`src/rtl/branch_predictor_ctrl_if.sv`:
```
// Lookup/update channel between the IF/EX stages and the branch predictor controller.
interface branch_predictor_ctrl_if;
  logic        lk_valid;
  logic [31:0] lk_pc;
  logic        lk_ready;
  logic        pred_valid;
  logic        pred_taken;
  logic        up_valid;
  logic [31:0] up_pc;
  logic        up_taken;
  logic        up_ready;
  logic        upd_pending;

  modport master (
    output lk_valid, lk_pc, up_valid, up_pc, up_taken,
    input  lk_ready, pred_valid, pred_taken, up_ready, upd_pending
  );

  modport slave (
    input  lk_valid, lk_pc, up_valid, up_pc, up_taken,
    output lk_ready, pred_valid, pred_taken, up_ready, upd_pending
  );
endinterface

```
`src/rtl/branch_predictor_ctrl.sv`:
```
// Single-port PHT of 2-bit counters shared between IF lookups and buffered EX updates.
// Define GSHARE_EN to XOR a global history register into the table index.
module branch_predictor_ctrl #(
  parameter int unsigned IDX_W     = 4,
  parameter int unsigned UPD_DEPTH = 4,
  parameter int unsigned GHR_W     = 4
) (
  input logic                    clk,
  input logic                    reset,
  branch_predictor_ctrl_if.slave bp
);

  localparam int unsigned Entries = 1 << IDX_W;
  localparam int unsigned PtrW    = $clog2(UPD_DEPTH);
  localparam int unsigned CntW    = PtrW + 1;

  if (GHR_W > IDX_W) begin : g_ghr_w_check
    $error("GHR_W must not exceed IDX_W");
  end
  if (UPD_DEPTH < 2 || (UPD_DEPTH & (UPD_DEPTH - 1)) != 0) begin : g_depth_check
    $error("UPD_DEPTH must be a power of 2 and at least 2");
  end

  logic [1:0]       r_pht      [Entries];
  logic [IDX_W-1:0] r_fifo_idx [UPD_DEPTH];
  logic             r_fifo_tkn [UPD_DEPTH];
  logic [PtrW-1:0]  r_rd_ptr;
  logic [PtrW-1:0]  r_wr_ptr;
  logic [CntW-1:0]  r_count;
  logic             r_pred_valid;
  logic             r_pred_taken;

  logic             w_full;
  logic             w_empty;
  logic             w_lookup;
  logic             w_push;
  logic             w_drain;
  logic [IDX_W-1:0] w_lk_idx;
  logic [IDX_W-1:0] w_up_idx;
  logic [IDX_W-1:0] w_head_idx;
  logic             w_head_tkn;
  logic [1:0]       w_head_cnt;
  logic [1:0]       w_next_cnt;
  logic             w_unused_pc;

`ifdef GSHARE_EN
  logic [GHR_W-1:0] r_ghr;

  assign w_lk_idx = bp.lk_pc[IDX_W+1:2] ^ IDX_W'(r_ghr);
  assign w_up_idx = bp.up_pc[IDX_W+1:2] ^ IDX_W'(r_ghr);

  // History shifts on accepted updates; the stored index used the pre-shift value.
  always_ff @(posedge clk) begin
    if (reset) begin
      r_ghr <= '0;
    end else if (w_push) begin
      if (GHR_W > 1) r_ghr <= {r_ghr[GHR_W-2:0], bp.up_taken};
      else           r_ghr <= GHR_W'(bp.up_taken);
    end
  end
`else
  assign w_lk_idx = bp.lk_pc[IDX_W+1:2];
  assign w_up_idx = bp.up_pc[IDX_W+1:2];
`endif

  assign w_unused_pc = ^{bp.lk_pc[31:IDX_W+2], bp.lk_pc[1:0],
                         bp.up_pc[31:IDX_W+2], bp.up_pc[1:0]};

  // Port grant: a full FIFO wins, then lookups, then opportunistic drains.
  assign w_full   = (r_count == CntW'(UPD_DEPTH));
  assign w_empty  = (r_count == '0);
  assign w_lookup = !reset && bp.lk_valid && !w_full;
  assign w_push   = !reset && bp.up_valid && !w_full;
  assign w_drain  = !reset && !w_empty && (w_full || !bp.lk_valid);

  assign w_head_idx = r_fifo_idx[r_rd_ptr];
  assign w_head_tkn = r_fifo_tkn[r_rd_ptr];
  assign w_head_cnt = r_pht[w_head_idx];

  always_comb begin
    w_next_cnt = w_head_cnt;
    if (w_head_tkn) begin
      if (w_head_cnt != 2'b11) w_next_cnt = w_head_cnt + 2'd1;
    end else begin
      if (w_head_cnt != 2'b00) w_next_cnt = w_head_cnt - 2'd1;
    end
  end

  always_ff @(posedge clk) begin
    if (reset) begin
      for (int i = 0; i < int'(Entries); i++) r_pht[i] <= 2'b01;
    end else if (w_drain) begin
      r_pht[w_head_idx] <= w_next_cnt;
    end
  end

  always_ff @(posedge clk) begin
    if (w_push) begin
      r_fifo_idx[r_wr_ptr] <= w_up_idx;
      r_fifo_tkn[r_wr_ptr] <= bp.up_taken;
    end
  end

  always_ff @(posedge clk) begin
    if (reset) begin
      r_rd_ptr <= '0;
      r_wr_ptr <= '0;
      r_count  <= '0;
    end else begin
      if (w_push)  r_wr_ptr <= r_wr_ptr + PtrW'(1);
      if (w_drain) r_rd_ptr <= r_rd_ptr + PtrW'(1);
      case ({w_push, w_drain})
        2'b10:   r_count <= r_count + CntW'(1);
        2'b01:   r_count <= r_count - CntW'(1);
        default: r_count <= r_count;
      endcase
    end
  end

  // Prediction reads the table as it stood before this edge (no bypass).
  always_ff @(posedge clk) begin
    if (reset) begin
      r_pred_valid <= 1'b0;
      r_pred_taken <= 1'b0;
    end else begin
      r_pred_valid <= w_lookup;
      if (w_lookup) r_pred_taken <= r_pht[w_lk_idx][1];
    end
  end

  assign bp.lk_ready    = !w_full;
  assign bp.up_ready    = !w_full;
  assign bp.upd_pending = !w_empty;
  assign bp.pred_valid  = r_pred_valid;
  assign bp.pred_taken  = r_pred_taken;

endmodule

```
`src/flat_wrapper.sv`:
```
// flat-port wrapper written by rule: the top's interface ports become plain ports
module branch_predictor_ctrl_flat 
#(
  parameter int unsigned IDX_W     = 4,
  parameter int unsigned UPD_DEPTH = 4,
  parameter int unsigned GHR_W     = 4
)
  (clk, reset, bp_lk_valid, bp_lk_pc, bp_up_valid, bp_up_pc, bp_up_taken, bp_lk_ready, bp_pred_valid, bp_pred_taken, bp_up_ready, bp_upd_pending);
  branch_predictor_ctrl_if bp_i ();
  input logic clk;
  input logic reset;
  input wire logic [$bits(bp_i.lk_valid)-1:0] bp_lk_valid;
  input wire logic [$bits(bp_i.lk_pc)-1:0] bp_lk_pc;
  input wire logic [$bits(bp_i.up_valid)-1:0] bp_up_valid;
  input wire logic [$bits(bp_i.up_pc)-1:0] bp_up_pc;
  input wire logic [$bits(bp_i.up_taken)-1:0] bp_up_taken;
  output wire logic [$bits(bp_i.lk_ready)-1:0] bp_lk_ready;
  output wire logic [$bits(bp_i.pred_valid)-1:0] bp_pred_valid;
  output wire logic [$bits(bp_i.pred_taken)-1:0] bp_pred_taken;
  output wire logic [$bits(bp_i.up_ready)-1:0] bp_up_ready;
  output wire logic [$bits(bp_i.upd_pending)-1:0] bp_upd_pending;
  assign bp_i.lk_valid = bp_lk_valid;
  assign bp_i.lk_pc = bp_lk_pc;
  assign bp_i.up_valid = bp_up_valid;
  assign bp_i.up_pc = bp_up_pc;
  assign bp_i.up_taken = bp_up_taken;
  assign bp_lk_ready = bp_i.lk_ready;
  assign bp_pred_valid = bp_i.pred_valid;
  assign bp_pred_taken = bp_i.pred_taken;
  assign bp_up_ready = bp_i.up_ready;
  assign bp_upd_pending = bp_i.upd_pending;
  branch_predictor_ctrl #(.IDX_W(IDX_W), .UPD_DEPTH(UPD_DEPTH), .GHR_W(GHR_W)) u_core (.clk(clk), .reset(reset), .bp(bp_i));
endmodule
```
`config.mk`:
```
export PLATFORM = sky130hd
export DESIGN_NAME = branch_predictor_ctrl_flat
export DESIGN_NICKNAME = d
export VERILOG_FILES = /design/src/rtl/branch_predictor_ctrl_if.sv /design/src/rtl/branch_predictor_ctrl.sv /design/src/flat_wrapper.sv
export SDC_FILE = /design/constraint.sdc
export NUM_CORES = 1
export LEC_CHECK = 0
export ABC_AREA = 0
export CAP_MARGIN = 15
export CORE_MARGIN = 1.5
export CORE_UTILIZATION = 45
export CTS_CLUSTER_DIAMETER = 200
export DETAILED_ROUTE_END_ITERATION = 7
export PLACE_DENSITY = 0.76
export SYNTH_ARGS = -nofsm -noshare
export SYNTH_HDL_FRONTEND = slang
export SYNTH_SLANG_ARGS = --single-unit
```
`constraint.sdc`:
```
create_clock -name clk -period 3.5 [get_ports clk]
set_input_delay 1.05 -clock clk [delete_from_list [all_inputs] [get_ports clk]]
set_output_delay 1.05 -clock clk [all_outputs]
set_load 0.01 [all_outputs]
```
==> out/metrics.csv <==
stage,metric,value,unit
status,outcome,completed,
yosys,yosysTopAreaCellShare,49.7,%
clocking,clk_path_buf_depth,2,
global_route,grt_pass1_vias,2017,
setup_path,rr_endpoint,u_core.r_pht[11][1],
clocking,ctsHoldBuffers,0,
min_path,min_to,u_core.bp.pred_taken,
timing,grt_setup_unrepaired,false,
layout,drive_gt1_share,18.1,%
min_path,min_from,u_core.bp.pred_taken,
yosys,syn_inst,249,
layout,final_nets,347,
die,dieArea,7490,sq um
clocking,cts_setup_buffers,0,
yosys,yosys-top-cells-area,"edfxtp_1 (50%), mux4_2 (7.2%), dfxtp_1 (7.0%), mux2i_1 (7.0%), nand2_1 (3.3%)",
power_and_ir_drop,leakage,1.23,nW
detailed_routing,vias,1959,
placement,io_buffers,17,
clocking,cts.repair.resized,0,
detailed_routing,wl_per_cell,16.6,um
global_route,gr-total-overflow,0,
layout,syn2layout_area_growth,13.5,%
yosys,synth_area_leader_cell,edfxtp_1,
clocking,tritoncts,yes,
timing,worst_pin_slew,0.632,ns
setup_path,cp.arrival,3.16,ns
layout,n_antenna_cell,0,
timing,setup_slack,0.404,ns
setup_path,crit_path_max_fanout,21,
die,fp.coreArea,6760,sq um
layout,layout.cells.non_filler,357,
timing,final-hold-violation-count,0,
yosys,yosysUniqueCellTypes,38,
yosys,synth-edff-count,52,
placement,hpwl,4110,um
min_path,hold_class,reg -> reg,
detailed_routing,drtIter0Drc,138,
yosys,synth.ff_latch_count,63,
die,initial_core_util,46.5,%
timing,slew_viol_final,0,
yosys,synthFlopType,edfxtp_1,
global_route,antenna_found_initial,0,
timing,fmax,323,MHz
detailed_routing,firstDrtPassIters,4,
timing,period_share,88.5,%
setup_path,cp.required,3.56,ns
die,ioPinCount,74,
power_and_ir_drop,power,2.28,mW
power_and_ir_drop,p_per_area,639,nW/um^2
detailed_routing,wl,5920,um
yosys,synth_common_cells,"edfxtp_1 (52), nand2_1 (28), nor2_1 (26)",
yosys,synth_area,3140,sq um
die,dieWidth,86.5,um
yosys,yosysMostFrequentCell,edfxtp_1,
layout,fin_util,52.8,%
yosys,synth_nets,324,
flow_run,max_cap_violations,0,
setup_path,cp-end-kind,flip-flop,
setup_path,critPathKind,reg -> reg,
placement,placed_cells,341,
detailed_routing,ant_nets,0,
detailed_routing,vias_per_cell,5.49,
layout,stdcell_area,3570,sq um
timing,tns,0,ns
detailed_routing,drc_errors,0,
timing,layout_min_cycle_time,3.10,ns
power_and_ir_drop,peakVddDrop,330,uV
timing,setup_violations,0,
clocking,cts_max_level,3,
global_route,grt_max_degree,22,
min_path,whs_path_depth,2,
die,rows,30,
timing,whs,0.466,ns
clocking,cts_inserted_buffers,9,
setup_path,cp-start-kind,flip-flop,
clocking,insertion_delay,0.34,ns
placement,placed_area,3380,sq um
global_route,track_usage,18.0,%
placement,routabilityCongestion,0.872,
yosys,yosys_warnings,0,
yosys,postSynthAreaPerCell,12.6,sq um
setup_path,rrSetupSlack,0.40,ns
timing,relSlewSlack,57.8,%
clocking,clkTransAtPathRegs,0.07,ns
yosys,synth-seq-area-share,56.7,%
clocking,clock_sinks,63,
yosys,async_flop_share,0,%
setup_path,reg2reg_depth,7,
timing,finClkSkew,0.0120,ns
die,die_h,86.5,um
global_route,grt_pass1_wl,9910,um
clocking,cts_root_buf,clkbuf_8,
placement,place_ws,0.342,ns
state kept, by name, indices dropped and copies added (netlist names), named ones only:
signal and cells:
u_core.bp.pred_valid 1, u_core.r_wr_ptr 2, u_core.bp.pred_taken 1, u_core.r_pht 32, u_core.r_fifo_idx 16, u_core.r_rd_ptr 2
u_core.r_count 3, u_core.r_fifo_tkn 4
area by class of cell:
cell class | count | area, sq um
Inverter | 5 | 18.8
Fill cell | 599 | 3190
Tap cell | 80 | 100
Clock inverter | 5 | 50.0
Multi-Input combinational cell | 169 | 1260
Clock buffer | 11 | 131
Sequential cell | 63 | 1780
Timing Repair Buffer | 24 | 223
cells by family (layout without fill, tap and decap cells):
group                      after synthesis  after routing  share of synthesized area, %
DFF                                     63             63                          56.7
AOI/OAI and AO/OA                       17             17                          4.62
buffers and inverters                   17             45                          3.11
adders and majority gates                6              6                          2.63
and+or+nand+nor                        109            109                          17.3
xor gates and xnor gates                 5              5                          1.39
muxes                                   32             32                          14.2
routing by layer:
| metal | global-route usage (%) | part of all wire, % | up-vias |
|---|---|---|---|
| li1 | - | - | 947 |
| met1 | 23.6 | 45 | 966 |
| met2 | 29.4 | 51 | 38 |
| met3 | 3.90 | 3.3 | 8 |
| met4 | 6.89 | 1.3 | 0 |
| met5 | 0 | 0 | - |
cells in the final DEF (no fill, tap or decap), types with 2 or more instances in the layout:
cell type and count:
nor2b_1 5, nand2b_1 9, nand3_1 12, nor2_1 26, clkbuf_8 9, a22oi_1 2, xnor2_1 2, mux2i_1 22
a21oi_1 5, or3_1 2, nor3_2 2, nand2_1 28, clkbuf_1 2, mux4_2 10, clkinv_2 4, clkdlybuf4s50_1 17
inv_1 5, o21ai_0 2, buf_4 7, and3_1 4, ha_1 5, dfxtp_1 11, or2_2 9, xor2_1 3
nor3_1 5, edfxtp_1 52, and2_1 4
report_power, final:
part | leakage, nW | total (mW) | internal (mW) | switching [mW]
Combinational | 0.588 | 0.758 | 0.296 | 0.461
Sequential | 0.546 | 0.922 | 0.874 | 0.0482
Clock | 0.0968 | 0.597 | 0.324 | 0.273
worst max path at each step:
stage | from | endpoint | cells after the start
2_1_floorplan | reset | u_core.r_count[2] | 8
3_3_place_gp | bp_lk_valid | u_core.r_count[2] | 10
3_5_place_dp | bp_lk_valid | u_core.r_count[2] | 10
4_1_cts | flip-flop | u_core.r_pht[11][1] | 7
5_1_grt | flip-flop | u_core.r_pht[0][0] | 7
6_report | flip-flop | u_core.r_pht[11][1] | 7
worst max-delay path, stage by stage, from the launching register on:
cell      delay (ns)
dfxtp_1         0.53
mux4_2          0.86
mux2i_1         0.27
mux2i_1         0.13
o211ai_2        0.25
nand3b_2        0.18
a21oi_4         0.47
nor3_1          0.12
(Power assumes the default switching activity.)
